File: config.mk
export PLATFORM = sky130hd
export DESIGN_NAME = mem_cpu_port_arb
export DESIGN_NICKNAME = d
export VERILOG_FILES = /design/src/rtl/mem_cpu_port_arb.sv
export SDC_FILE = /design/constraint.sdc
export NUM_CORES = 1
export LEC_CHECK = 0
export CORE_ASPECT_RATIO = 0.6
export CORE_UTILIZATION = 42
export CTS_BUF_LIST = sky130_fd_sc_hd__clkbuf_16
export DETAILED_ROUTE_END_ITERATION = 10
export GPL_ROUTABILITY_DRIVEN = 0
export PLACE_DENSITY_LB_ADDON = 0.08
export REMOVE_ABC_BUFFERS = 1
export SLEW_MARGIN = 20
export SYNTH_ARGS = -nofsm -noshare
export SYNTH_HDL_FRONTEND = slang
export SYNTH_SLANG_ARGS = --single-unit
File: constraint.sdc
create_clock -name clockCore -period 4.7 [get_ports clockCore]
set_input_delay 0.47 -clock clockCore [delete_from_list [all_inputs] [get_ports clockCore]]
set_output_delay 0.47 -clock clockCore [all_outputs]
set_load 0.02 [all_outputs]
File: src/rtl/mem_cpu_port_arb.sv
// Round-robin arbiter sharing the memory controller's single CPU request port.
// Optional REQ-state abort: define MEM_CPU_ARB_TIMEOUT_EN.
module mem_cpu_port_arb #(
   parameter int unsigned NUM_REQ        = 4,
   parameter int unsigned ADDR_WIDTH     = 8,
   parameter int unsigned DATA_WIDTH     = 16,
   parameter int unsigned TIMEOUT_CYCLES = 255
) (
   input  logic                          clockCore,
   input  logic                          resetCore,
   input  logic [NUM_REQ-1:0]            reqVld,
   input  logic [NUM_REQ-1:0]            reqRd,
   input  logic [NUM_REQ*ADDR_WIDTH-1:0] reqAddr,
   input  logic [NUM_REQ*DATA_WIDTH-1:0] reqWrData,
   output logic [NUM_REQ-1:0]            reqAck,
   output logic                          reqErr,
   output logic [DATA_WIDTH-1:0]         reqRdData,
   output logic                          cpuMemReq,
   output logic                          cpuMemRd,
   output logic [ADDR_WIDTH-1:0]         cpuMemAddr,
   output logic [DATA_WIDTH-1:0]         cpuMemWrData,
   input  logic                          cpuMemAck,
   input  logic [DATA_WIDTH-1:0]         cpuMemRdData,
   output logic                          busy
);
   localparam int unsigned IDX_W = (NUM_REQ > 1) ? $clog2(NUM_REQ) : 1;

   typedef enum logic [1:0] {IDLE, REQ, GAP1, GAP2} state_t;

   state_t           state;
   logic [IDX_W-1:0] rrPtr;
   logic [IDX_W-1:0] grantIdx;
   logic [IDX_W-1:0] nextGrant;
   logic [IDX_W-1:0] nextPtr;
   logic             anyReq;

   if (NUM_REQ < 2 || NUM_REQ > 8 || TIMEOUT_CYCLES < 1 || TIMEOUT_CYCLES > 65535) begin : gBadParam
      $error("mem_cpu_port_arb: parameter out of range");
   end

   // First requesting index at or above the pointer, wrapping around.
   always_comb begin
      logic [IDX_W-1:0] candIdx;
      candIdx   = '0;
      anyReq    = 1'b0;
      nextGrant = '0;
      nextPtr   = '0;
      for (int unsigned i = 0; i < NUM_REQ; i++) begin
         candIdx = IDX_W'((32'(rrPtr) + i) % NUM_REQ);
         if (!anyReq && reqVld[candIdx]) begin
            anyReq    = 1'b1;
            nextGrant = candIdx;
            nextPtr   = IDX_W'((32'(candIdx) + 1) % NUM_REQ);
         end
      end
   end

`ifdef MEM_CPU_ARB_TIMEOUT_EN
   logic [15:0] toCnt;
`else
   assign reqErr = 1'b0;
`endif

   always_ff @(posedge clockCore or negedge resetCore) begin
      if (!resetCore) begin
         state        <= IDLE;
         rrPtr        <= '0;
         grantIdx     <= '0;
         reqAck       <= '0;
         reqRdData    <= '0;
         cpuMemReq    <= 1'b0;
         cpuMemRd     <= 1'b0;
         cpuMemAddr   <= '0;
         cpuMemWrData <= '0;
         busy         <= 1'b0;
`ifdef MEM_CPU_ARB_TIMEOUT_EN
         toCnt        <= '0;
         reqErr       <= 1'b0;
`endif
      end else begin
         reqAck <= '0;
         case (state)
            IDLE: begin
               if (anyReq) begin
                  state        <= REQ;
                  grantIdx     <= nextGrant;
                  rrPtr        <= nextPtr;
                  cpuMemReq    <= 1'b1;
                  busy         <= 1'b1;
                  cpuMemRd     <= reqRd[nextGrant];
                  cpuMemAddr   <= reqAddr[nextGrant*ADDR_WIDTH +: ADDR_WIDTH];
                  cpuMemWrData <= reqWrData[nextGrant*DATA_WIDTH +: DATA_WIDTH];
`ifdef MEM_CPU_ARB_TIMEOUT_EN
                  toCnt        <= '0;
`endif
               end
            end
            REQ: begin
               // Ack takes priority over a coincident timeout.
               if (cpuMemAck) begin
                  state            <= GAP1;
                  cpuMemReq        <= 1'b0;
                  reqAck[grantIdx] <= 1'b1;
                  if (cpuMemRd) begin
                     reqRdData <= cpuMemRdData;
                  end
               end
`ifdef MEM_CPU_ARB_TIMEOUT_EN
               else if (toCnt == 16'(TIMEOUT_CYCLES - 1)) begin
                  state            <= GAP1;
                  cpuMemReq        <= 1'b0;
                  reqAck[grantIdx] <= 1'b1;
                  reqRdData        <= '1;
                  reqErr           <= 1'b1;
               end else begin
                  toCnt <= toCnt + 16'd1;
               end
`endif
            end
            GAP1: begin
               state <= GAP2;
`ifdef MEM_CPU_ARB_TIMEOUT_EN
               reqErr <= 1'b0;
`endif
            end
            GAP2: begin
               state <= IDLE;
               busy  <= 1'b0;
            end
            default: state <= IDLE;
         endcase
      end
   end
endmodule
==> results.sh <==
export IMPL_cts_resized=0
export IMPL_async_flop_share_pct=100
export IMPL_cp_max_fo=17
export IMPL_hpwl_um=6270
export IMPL_critPathKind="in2reg"
export IMPL_wirelength_um=8380
export IMPL_die_w_um=111
export IMPL_cts_hold_buf=0
export IMPL_leakage_nw=2.04
export IMPL_coreArea_um2=6760
export IMPL_area_delta_synth_final_pct=61.2
export IMPL_via_per_inst=5.10
export IMPL_synthFlopType="dfrtp_1"
export IMPL_initial_core_util_pct=44.1
export IMPL_required_ps=4840
export IMPL_synth_area_leaders="dfrtp_1 44%, mux2i_1 17%, mux2_2 6.0%, o221ai_2 5.5%, o221ai_1 4.7%"
export IMPL_arrival_ps=3000
export IMPL_synth_largest_area_cell="dfrtp_1"
export IMPL_cp_startpoint="reqVld[2]"
export IMPL_final_cell_area_um2=4810
export IMPL_hold_path_class="in2async"
export IMPL_yosys_area_top_type_share_pct=44.5
export IMPL_dr_pass1_iters=4
export IMPL_maxSlewViolCount=0
export IMPL_multiInputGateArea_um2=1470
export IMPL_n_fill_cell=510
export IMPL_final_hold_viol_count=0
export IMPL_postCtsSetupBuffers=0
export IMPL_path_common_cell="mux2i_1"
export IMPL_layout_nets=549
export IMPL_critical_path_slowest_cell="nor3_4"
export IMPL_seqCellArea_um2=1330
export IMPL_drt_initial_drc_count=109
export IMPL_finalCriticalPeriod_ps=2860
export IMPL_seq_area_frac_synth_pct=44.5
export IMPL_grt_ovfl_total=0
export IMPL_grt_pass1_wl_um=12900
export IMPL_end_kind="register"
export IMPL_synth_cell_types=30
export IMPL_syn_inst=261
export IMPL_io_buffers=169
export IMPL_fin_util_pct=71.1
export IMPL_cts_sinks=53
export IMPL_path_cells="clkdlybuf4s50_1, mux2i_1, nor2_1, nor3_4, buf_4, mux2i_1, o221ai_2"
export IMPL_setup_ws_ps=1840
export IMPL_synth_enable_flop_cells=0
export IMPL_tightest_slew_ps=913
export IMPL_rsz0062_at_grt="no"
export IMPL_placed_area_um2=4660
export IMPL_post_route_drc_count=0
export IMPL_worstSetupStartpointType="primary input"
export IMPL_drive_gt1_share_pct=10.4
export IMPL_ys_ff_latch=53
export IMPL_fin_setup_tns_ps=0
export IMPL_cts_htree_levels=2
export IMPL_grt_start_max_net_pins=54
export IMPL_syn_avg_cell_area_um2=11.4
export IMPL_die_area_um2=7450
export IMPL_boundaryPins=171
export IMPL_antenna_found_initial=0
export IMPL_power_density_nw_per_um2=566
export IMPL_timing_fmax_ghz=0.350
export IMPL_postRouteAntennaNets=0
export IMPL_antennaDiodeCount=0
export IMPL_clock_latency_ps=290
export IMPL_wl_per_cell_um=16.5
export IMPL_cts_buffers_inserted=5
export IMPL_relSlewSlack_pct=38.9
export IMPL_setup_viol=0
export IMPL_grt_pass1_vias=2559
export IMPL_synth_area_um2=2980
export IMPL_gr_usage_all_layers_pct=21.8
export IMPL_yosysWarnings=0
export IMPL_root_buffer="clkbuf_16"
export IMPL_tritoncts="built"
export IMPL_via_count=2597
export IMPL_cp_slowest_stage_delay_ps=780
export IMPL_ff2ff_path_depth=6
export IMPL_run_status="completed"
export IMPL_finClkSkew_ps=5.91
export IMPL_path_clk_slew_ps=70
export IMPL_rows=23
export IMPL_irDropWorstVdd_v=0.000277
export IMPL_cap_viol_max_count=0
export IMPL_die_y_um=67.3
export IMPL_place_ws_ps=1520
export IMPL_worstReg2RegStart="rrPtr[1]"
export IMPL_period_share_pct=60.8
export IMPL_cts_buffer_depth=2
[cells in the mapped netlist, drive strengths merged (3+ instances only)]
master  count
o221ai     27
a21oi       7
nor2        7
buf        19
nor3        3
dfrtp      53
ha          5
mux2       16
inv         6
mux2i      52
o21ai      10
nand3       3
nand2      36
nor2b       3
[cells in the final DEF (no fill, tap or decap), types with 2 or more instances in the layout]
master	count
o221ai_2	11
clkbuf_16	5
mux2_2	16
nand2_1	35
dfrtp_1	53
nor2b_1	3
nand3_1	3
o21ai_0	10
mux2i_1	52
nor3_1	2
clkinv_2	2
ha_1	5
nor2_1	7
nand2b_1	2
inv_1	6
o221ai_1	16
buf_4	4
clkdlybuf4s50_1	168
a21oi_1	7
[final timing paths]
check                      slack [ps]               end
max                              1840          cpuMemRd
min                               290         reqAck[1]
min in group clockCore            450         reqAck[2]
max reg2reg                      2060          cpuMemRd
max in group asynchronous        3930  cpuMemWrData[12]
min reg2reg                       450         reqAck[2]
[power breakdown]
group / total [mW] / internal [mW] / switching (mW)
clock network: 0.362 / 0.196 / 0.166
logic: 1.55 / 0.768 / 0.780
registers: 0.811 / 0.674 / 0.137
total: 2.72 / 1.64 / 1.08
[flip-flops by register name (all words and copies together) (netlist names)]
register and count:
rrPtr 2, cpuMemAddr 8, cpuMemWrData 16, cpuMemRd 1, state 2, cpuMemReq 1
reqRdData 16, reqAck 4, grantIdx 2, busy 1
[routing by layer]
| layer | global-route usage (%) | vias up | share of wire, % |
|---|---|---|---|
| li1 | - | 1269 | - |
| met1 | 28.3 | 1222 | 46 |
| met2 | 37.1 | 100 | 47 |
| met3 | 6.37 | 6 | 7.0 |
| met4 | 4.00 | 0 | 0.68 |
| met5 | 0 | - | 0 |
[cell type report]
cell class / count / share of cell area, %
sequential: 53 / 27.6
clock buffer: 5 / 2.60
inverter: 6 / 0.468
multi-input combinational: 181 / 30.6
clock inverter: 3 / 0.364
tap: 87 / 2.26
timing repair buffer: 174 / 36.1
[per-stage QoR]
step / hold slack [ps] / std cells / total power, mW
finish: 290 / 509 / 2.72
global placement: 450 / 501 / 2.33
floorplan: 174 / 240 / 1.70
detailed placement: 446 / 501 / 2.37
CTS: 337 / 509 / 2.74
global route: 352 / 509 / 2.90
[critical path, delay by kind of cell]
| family | cells | cell delay (ps) |
|---|---|---|
| simple gates | 2 | 870 |
| compound gates | 1 | 120 |
| mux | 2 | 530 |
| buf+inv | 2 | 1010 |
[cell families (layout without fill, tap and decap cells)]
kind of cell    Yosys count  count (layout)  synth area share (%)
simple gates             58              58                  8.98
other cells               1               1                 0.126
buf+inv                  27             188                  6.50
compound gates           49              49                  14.3
flops                    53              53                  44.5
mux                      68              68                  23.5
fa+ha+maj                 5               5                  2.10
No activity file was read; power rests on OpenSTA's default activity.
